**config.mk**
```make
export PLATFORM = sky130hd
export DESIGN_NAME = phase_timer
export DESIGN_NICKNAME = d
export VERILOG_FILES = /design/src/rtl/phase_timer.sv
export SDC_FILE = /design/constraint.sdc
export NUM_CORES = 1
export LEC_CHECK = 0
export CORE_MARGIN = 4
export CORE_UTILIZATION = 30
export CTS_BUF_LIST = sky130_fd_sc_hd__clkbuf_8
export DETAILED_ROUTE_END_ITERATION = 12
export HOLD_SLACK_MARGIN = 0.03
export SYNTH_ARGS = -nofsm -noshare
export SYNTH_HDL_FRONTEND = slang
export SYNTH_SLANG_ARGS = --single-unit
```
**constraint.sdc**
```tcl
create_clock -name clk -period 2.25 [get_ports clk]
set_input_delay 0.675 -clock clk [delete_from_list [all_inputs] [get_ports clk]]
set_output_delay 0.675 -clock clk [all_outputs]
set_load 0.02 [all_outputs]
```
**src/rtl/phase_timer.sv**
```systemverilog
// Multi-phase countdown timer: each phase counts its table duration down to zero,
// then advances, optionally wrapping back to phase 0 after the final phase.
module phase_timer #(
  parameter int CNT_W       = 7,
  parameter int NUM_PH      = 3,
  parameter int PH_W        = 2,
  parameter int AUTO_RELOAD = 1
) (
  input  logic                    clk,
  input  logic                    rst,
  input  logic                    en,
  input  logic                    start,
  input  logic                    hold,
  input  logic [NUM_PH*CNT_W-1:0] dur_tbl,
  output logic [CNT_W-1:0]        count,
  output logic [PH_W-1:0]         phase,
  output logic                    busy,
  output logic                    last,
  output logic                    pre_last,
  output logic                    phase_done,
  output logic                    cycle_done
);

  typedef enum logic [1:0] {IDLE, RUN, PAUSE} state_t;

  localparam int              TBL_N   = 1 << PH_W;
  localparam logic [PH_W-1:0] LAST_PH = PH_W'(NUM_PH - 1);

  state_t          state;
  logic [PH_W-1:0] next_ph;
  logic [CNT_W-1:0] dur [TBL_N];

  // Table padded to a power of two so any phase index selects a defined entry.
  for (genvar k = 0; k < TBL_N; k++) begin : g_dur
    if (k < NUM_PH) begin : g_used
      assign dur[k] = dur_tbl[k*CNT_W +: CNT_W];
    end else begin : g_pad
      assign dur[k] = '0;
    end
  end

  assign next_ph = phase + 1'b1;

  always_ff @(posedge clk) begin
    if (rst) begin
      state      <= IDLE;
      count      <= '0;
      phase      <= '0;
      phase_done <= 1'b0;
      cycle_done <= 1'b0;
    end else begin
      phase_done <= 1'b0;
      cycle_done <= 1'b0;
      if (start) begin
        state <= RUN;
        phase <= '0;
        count <= dur[0];
      end else begin
        case (state)
          RUN: begin
            if (hold) begin
              state <= PAUSE;
            end else if (en) begin
              if (count != '0) begin
                count <= count - 1'b1;
              end else if (phase != LAST_PH) begin
                phase      <= next_ph;
                count      <= dur[next_ph];
                phase_done <= 1'b1;
              end else begin
                phase_done <= 1'b1;
                cycle_done <= 1'b1;
                if (AUTO_RELOAD != 0) begin
                  phase <= '0;
                  count <= dur[0];
                end else begin
                  state <= IDLE;
                  count <= '0;
                end
              end
            end
          end
          // Release only returns to RUN; the tick on that edge is not counted.
          PAUSE: begin
            if (!hold) state <= RUN;
          end
          default: ;
        endcase
      end
    end
  end

  assign busy     = (state != IDLE);
  assign last     = busy && (count == '0);
  assign pre_last = busy && (count == CNT_W'(1));

endmodule

```
==> flow_summary.toml, run 1 <==
[cts]
insertion_delay_ns = 0.24
htree_num_levels = 1
cts_buffers = 3
clk_path_buf_depth = 2
tritoncts = "yes"
cts_setup_buffers = 0
ctsRootBufferMaster = "clkbuf_8"
path_clk_slew_ns = 0.06
cts.sinks = 13

[worst_setup_path]
crit_fanout = 3
cp-start-kind = "register"
r2r_start = "phase[1]"
critical_path_arrival_ns = 1.49
rr_endpoint = "count[6]"
critPathKind = "reg -> out"
worstRegToRegCells = 7
rrSetupSlack_ns = 0.36
critPathCaptureType = "output pin"
critPathRequiredTime_ns = 1.57

[global_route]
grt_pass1_wl_um = 5423
antenna_found_initial = 0
grt_use_met3_pct = 2.496
use_met2_pct = 25.27
grt_usage_pct = 15.19
gr-total-overflow = 0
grt_max_degree = 19
busiest_layer = "met2"
grt_pass1_vias = 1189
use_met1_pct = 20.12

[floorplan]
io_pins = 40
die-area_um2 = 4581
core_area_um2 = 3390
die_h_um = 67.68
initial_core_util_pct = 31.52
rows = 21
die_w_um = 67.68

[power_and_ir_drop]
combPwrFrac_pct = 36.6
ir_worst_vdd_v = 0.0002057
power_density_nw_per_um2 = 445.0
power_frac_seq_pct = 35.0
internal-power_mw = 0.5021
power.switching_mw = 0.2250
power_frac_clock_pct = 28.4
switching_share_pct = 30.95
p_leak_nw = 0.6207

[place]
io_buffers = 39
hpwl_um = 2574
place_inst = 231
place.gp.congestion = 0.8617

[hold_path]
hold_end = "phase[1]"
hold_start = "phase[1]"
hold_class = "reg -> reg"
holdPathStages = 2

[status]
status = "finished clean"

[finish]
layout_commonest_cell = "clkdlybuf4s50_1"
final_cells = 235
drive_gt1_share_pct = 15.87
final_cell_mix = "clkdlybuf4s50_1 (37), buf_4 (17), a21oi_1 (14), nand2_1 (13), dfxtp_1 (13)"
nFillCells = 345
antennaDiodeCount = 0
syn2layout_area_growth_pct = 52.93
nets = 222

[logic_synthesis]
ys_seq_area_share_pct = 24.36
syn-num-nets = 170
syn_avg_cell_area_um2 = 7.743
synth_top_cell_area_share_pct = 24.36
synthTopCellsByArea = "dfxtp_1 (24%), ha_1 (7.0%), a21oi_1 (6.6%)"
ys_seq_elements = 13
synth_edf_count = 0
synth.distinct_cells = 45
ys_warn_count = 0
synth.cell_area_um2 = 1069
syn-instance-count = 138
yosysTopAreaCell = "dfxtp_1"
synth_async_sr_flop_share_pct = 0
ys.flop_type = "dfxtp_1"

[sta]
slew-limit-headroom_pct = 67.76
grt_setup_unrepaired = "no"
fin_worst_skew_ns = 0.001251
fmax_ghz = 0.4620
hold_viol = 0
finalSetupViolCount = 0
fin_crit_ns = 2.164
min_period_over_period_pct = 96.19
tns_ns = 0
tightest_slew_ns = 0.4798
finalMaxSlewViolations = 0

[drt]
antenna_left = 0
totalWireLength_um = 3291
drtPass1Iterations = 4
remaining_drc_errors = 0
wl_per_cell_um = 14.00
drt-initial-drc-count = 38
vias = 1197
viasPerCell = 5.094

[run]
cap_violations = 0
## stage by stage
step | area, µm² | power [mW] | hold WS (ns) | util [%] | setup slack, ns
3_5_place_dp | 1590 | 0.5255 | 0.4863 | 46.92 | 0.02091
5_1_grt | 1634 | 0.7757 | 0.5198 | 48.21 | 0.01147
4_1_cts | 1633 | 0.7315 | 0.4943 | 48.17 | 0.05014
2_1_floorplan | 1069 | 0.4096 | 0.4832 | - | 0.1344
6_report | 1634 | 0.7272 | 0.4976 | 48.21 | 0.08567
3_3_place_gp | 1590 | 0.5227 | 0.4884 | 46.92 | 0.04435
## how the worst max path moves through the flow
stage               slack, ns  cells past startpoint  startpoint  endpoint
finish                   0.09                      3    count[4]  pre_last
global route             0.01                      3    count[4]  pre_last
CTS                      0.05                      3    count[4]  pre_last
detailed placement       0.02                      7          en  count[4]
global placement         0.04                      3    count[4]  pre_last
floorplan                0.13                      9    phase[0]  count[6]
## synth_stat cells (all sizes together), types with 2 or more instances
library cell / n
a21oi: 15
a221oi: 2
a31oi: 3
buf: 7
clkbuf: 2
dfxtp: 13
ha: 6
inv: 10
nand2: 13
nand2b: 2
nand3: 7
nand3b: 2
nor2: 11
nor2b: 4
nor3: 2
nor3b: 3
nor4: 2
nor4b: 2
o21ai: 9
o22ai: 3
o2bb2ai: 2
xnor2: 2
## state kept, by name, indices dropped and copies added, names as in the netlist
| register | cells |
|---|---|
| count | 7 |
| phase | 2 |
| state | 2 |
| cycle_done | 1 |
| phase_done | 1 |
## power by group through the flow
stage	clock network, mW	logic (mW)	registers, mW
global placement	0	0.264	0.259
finish	0.207	0.266	0.254
CTS	0.209	0.268	0.254
floorplan	0	0.135	0.275
global route	0.226	0.294	0.256
detailed placement	0	0.267	0.259
## layer usage
metal  up-vias  share of wire (%)
met5         -                  0
met4         0                1.0
met3         4                8.1
met2        45                 44
met1       548                 47
li1        600                  -
## repair_timing
action / 4_1_cts / 5_1_grt
setup endpoints to repair: 2 / 1
hold buffers: 0 / 0
resized for setup: 2 / 1
## logic make-up after synthesis
kind of cell             count (synthesis)  synth area share, %
AND/OR/NAND/NOR                         52                28.34
AO/OA/AOI/OAI                           44                28.34
buffers and inverters                   19                8.548
flip-flops                              13                24.36
adder cells (fa/ha/maj)                  7                7.962
XOR/XNOR                                 3                2.459
## critical path, stage by stage, from the launching register on
cell,delay [ns]
dfxtp_1,0.33
nor4_4,0.35
and4bb_2,0.27
clkdlybuf4s15_1,0.30
## final cells by class
| type | instances | area, µm² | area share (%) |
|---|---|---|---|
| repair buffers | 56 | 516.7 | 31.62 |
| clock buffers | 3 | 41.29 | 2.527 |
| inverters | 10 | 37.54 | 2.297 |
| multi-input cells | 106 | 716.9 | 43.87 |
| flip-flops and latches | 13 | 260.3 | 15.93 |
| well taps | 46 | 57.56 | 3.522 |
| clock inverters | 1 | 3.754 | 0.2297 |
Power figures use the tool's default switching activity.
==> run 2: changes to the inputs <==
Clock period 2.25 ns to 2.57 ns, I/O delays scaled along.
==> run 2 against run 1 <==
  * Non-clock buffer count down 7
  * Flip-flop and latch count unchanged
  * Sequential power fell by 11%
  * Hold slack improved by 0.010 ns
  * Clock skew grew 0.00062 ns
  * Power down 14%
  * Critical path type unchanged
  * Register-to-register slack improved by 0.39 ns
  * Highest routed layer unchanged
  * Die area unchanged
  * Utilization decreased by 1.6 points
  * Largest power group is now registers
  * First-iteration DRC count increased by 24%
==> flow_summary.toml, run 2 (synthesis results as in run 1) <==
[drt]
drtPass1Iterations = 4
drt-initial-drc-count = 47
wl_met3_um = 265
m1WireLength_um = 1551
met2_length_um = 1465
top_layer_used = "met4"
viasPerCell = 5.105
remaining_drc_errors = 0
vias = 1164
totalWireLength_um = 3314
antenna_left = 0
wl_per_cell_um = 14.54

[global_route]
gr-total-overflow = 0
grt_pass1_vias = 1130
grt_max_degree = 19
grt_pass1_wl_um = 5278
grt_usage_pct = 15.17
antenna_found_initial = 0

[status]
status = "finished clean"

[sta]
fin_worst_skew_ns = 0.001874
finalWorstSetupSlack_ns = 0.2479
finalMaxSlewViolations = 0
slew-limit-headroom_pct = 70.92
grt_setup_unrepaired = "no"
hold_viol = 0
finalSetupViolCount = 0
tightest_slew_ns = 0.4316
fmax_ghz = 0.4306
min_period_over_period_pct = 90.35
fin_crit_ns = 2.322
hold_ws_ns = 0.5076
tns_ns = 0

[place]
io_buffers = 39
hpwl_um = 2537
place_area_um2 = 1530
pre_cts_slack_ns = 0.2079
place.gp.congestion = 0.8580
place_inst = 223

[floorplan]
die-area_um2 = 4581
core_area_um2 = 3390
io_pins = 40
die_h_um = 67.68
initial_core_util_pct = 31.52
rows = 21
die_w_um = 67.68

[cts]
path_clk_slew_ns = 0.06
htree_num_levels = 1
ctsRootBufferMaster = "clkbuf_8"
cts.sinks = 13
insertion_delay_ns = 0.24
cts_buffers = 3
cts_hold_buf = 0
clk_path_buf_depth = 2
tritoncts = "yes"

[finish]
syn2layout_area_growth_pct = 47.89
antennaDiodeCount = 0
final_util_pct = 46.62
regMostFlops = "count"
reg.largest.list = "count x7, phase x2, state x2"
nets = 215
layout_commonest_cell = "clkdlybuf4s50_1"
final_area_um2 = 1580
final_cells = 228
drive_gt1_share_pct = 12.64
final_cell_mix = "clkdlybuf4s50_1 (37), a21oi_1 (14), nand2_1 (13), dfxtp_1 (13)"
largest_reg_flops = 7

[worst_setup_path]
critPathCaptureType = "output pin"
cp-start-kind = "register"
crit_fanout = 4
critical_path_arrival_ns = 1.55
critPathRequiredTime_ns = 1.80
critPathKind = "reg -> out"

[power_and_ir_drop]
power_frac_clock_pct = 28.5
power.switching_mw = 0.1946
combPwrFrac_pct = 35.3
switching_share_pct = 31.07
p_total_mw = 0.6262
power_density_nw_per_um2 = 396.3
ir_worst_vdd_v = 0.0001468
power_frac_seq_pct = 36.2
internal-power_mw = 0.4317
p_leak_nw = 0.5899

[hold_path]
hold_class = "reg -> reg"

[run]
cap_violations = 0
[run 2: changes by cell type in the layout (fill, tap and decap cells not counted)]
| cell | before | now |
|---|---|---|
| clkdlybuf4s15_1 | 1 | 0 |
| buf_4 | 17 | 10 |
| dlygate4sd2_1 | 1 | 2 |
[run 2: cell type report]
cell class | count | area (µm²)
timing repair buffer | 49 | 462.9
tap | 46 | 57.56
sequential | 13 | 260.3
inverter | 10 | 37.54
fill | 328 | 1809
clock inverter | 1 | 3.754
multi-input combinational | 106 | 716.9
clock buffer | 3 | 41.29
[run 2: layer usage]
metal	vias up	GRT usage, %
met1	533	19.84
met5	-	0
met4	0	4.557
met3	2	2.662
met2	43	25.15
li1	586	-
[run 2: worst paths after layout]
path                 start  endpoint  slack [ns]  cells past startpoint
setup reg to reg  phase[1]  count[6]        0.75                      7
hold / removal    phase[1]  phase[1]        0.51                      2
setup / recovery  count[5]  pre_last        0.25                      3
hold reg to reg   phase[1]  phase[1]        0.51                      2
[run 2: worst max-delay path, cell delays in order (launching register included)]
cell,delay (ns)
dfxtp_1,0.36
nor4_4,0.36
and4bb_2,0.26
dlygate4sd2_1,0.33
[run 2: what timing repair did]
action	in CTS	in global routing
setup buffers	1	0
resized for setup	2	0
endpoints found under the setup margin	2	0
[run 2: power by group through the flow]
stage	logic, mW	clock network (mW)	registers, mW
6_report	0.221	0.179	0.227
5_1_grt	0.241	0.194	0.228
4_1_cts	0.221	0.182	0.227
3_5_place_dp	0.217	0	0.231
3_3_place_gp	0.215	0	0.230
2_1_floorplan	0.118	0	0.241
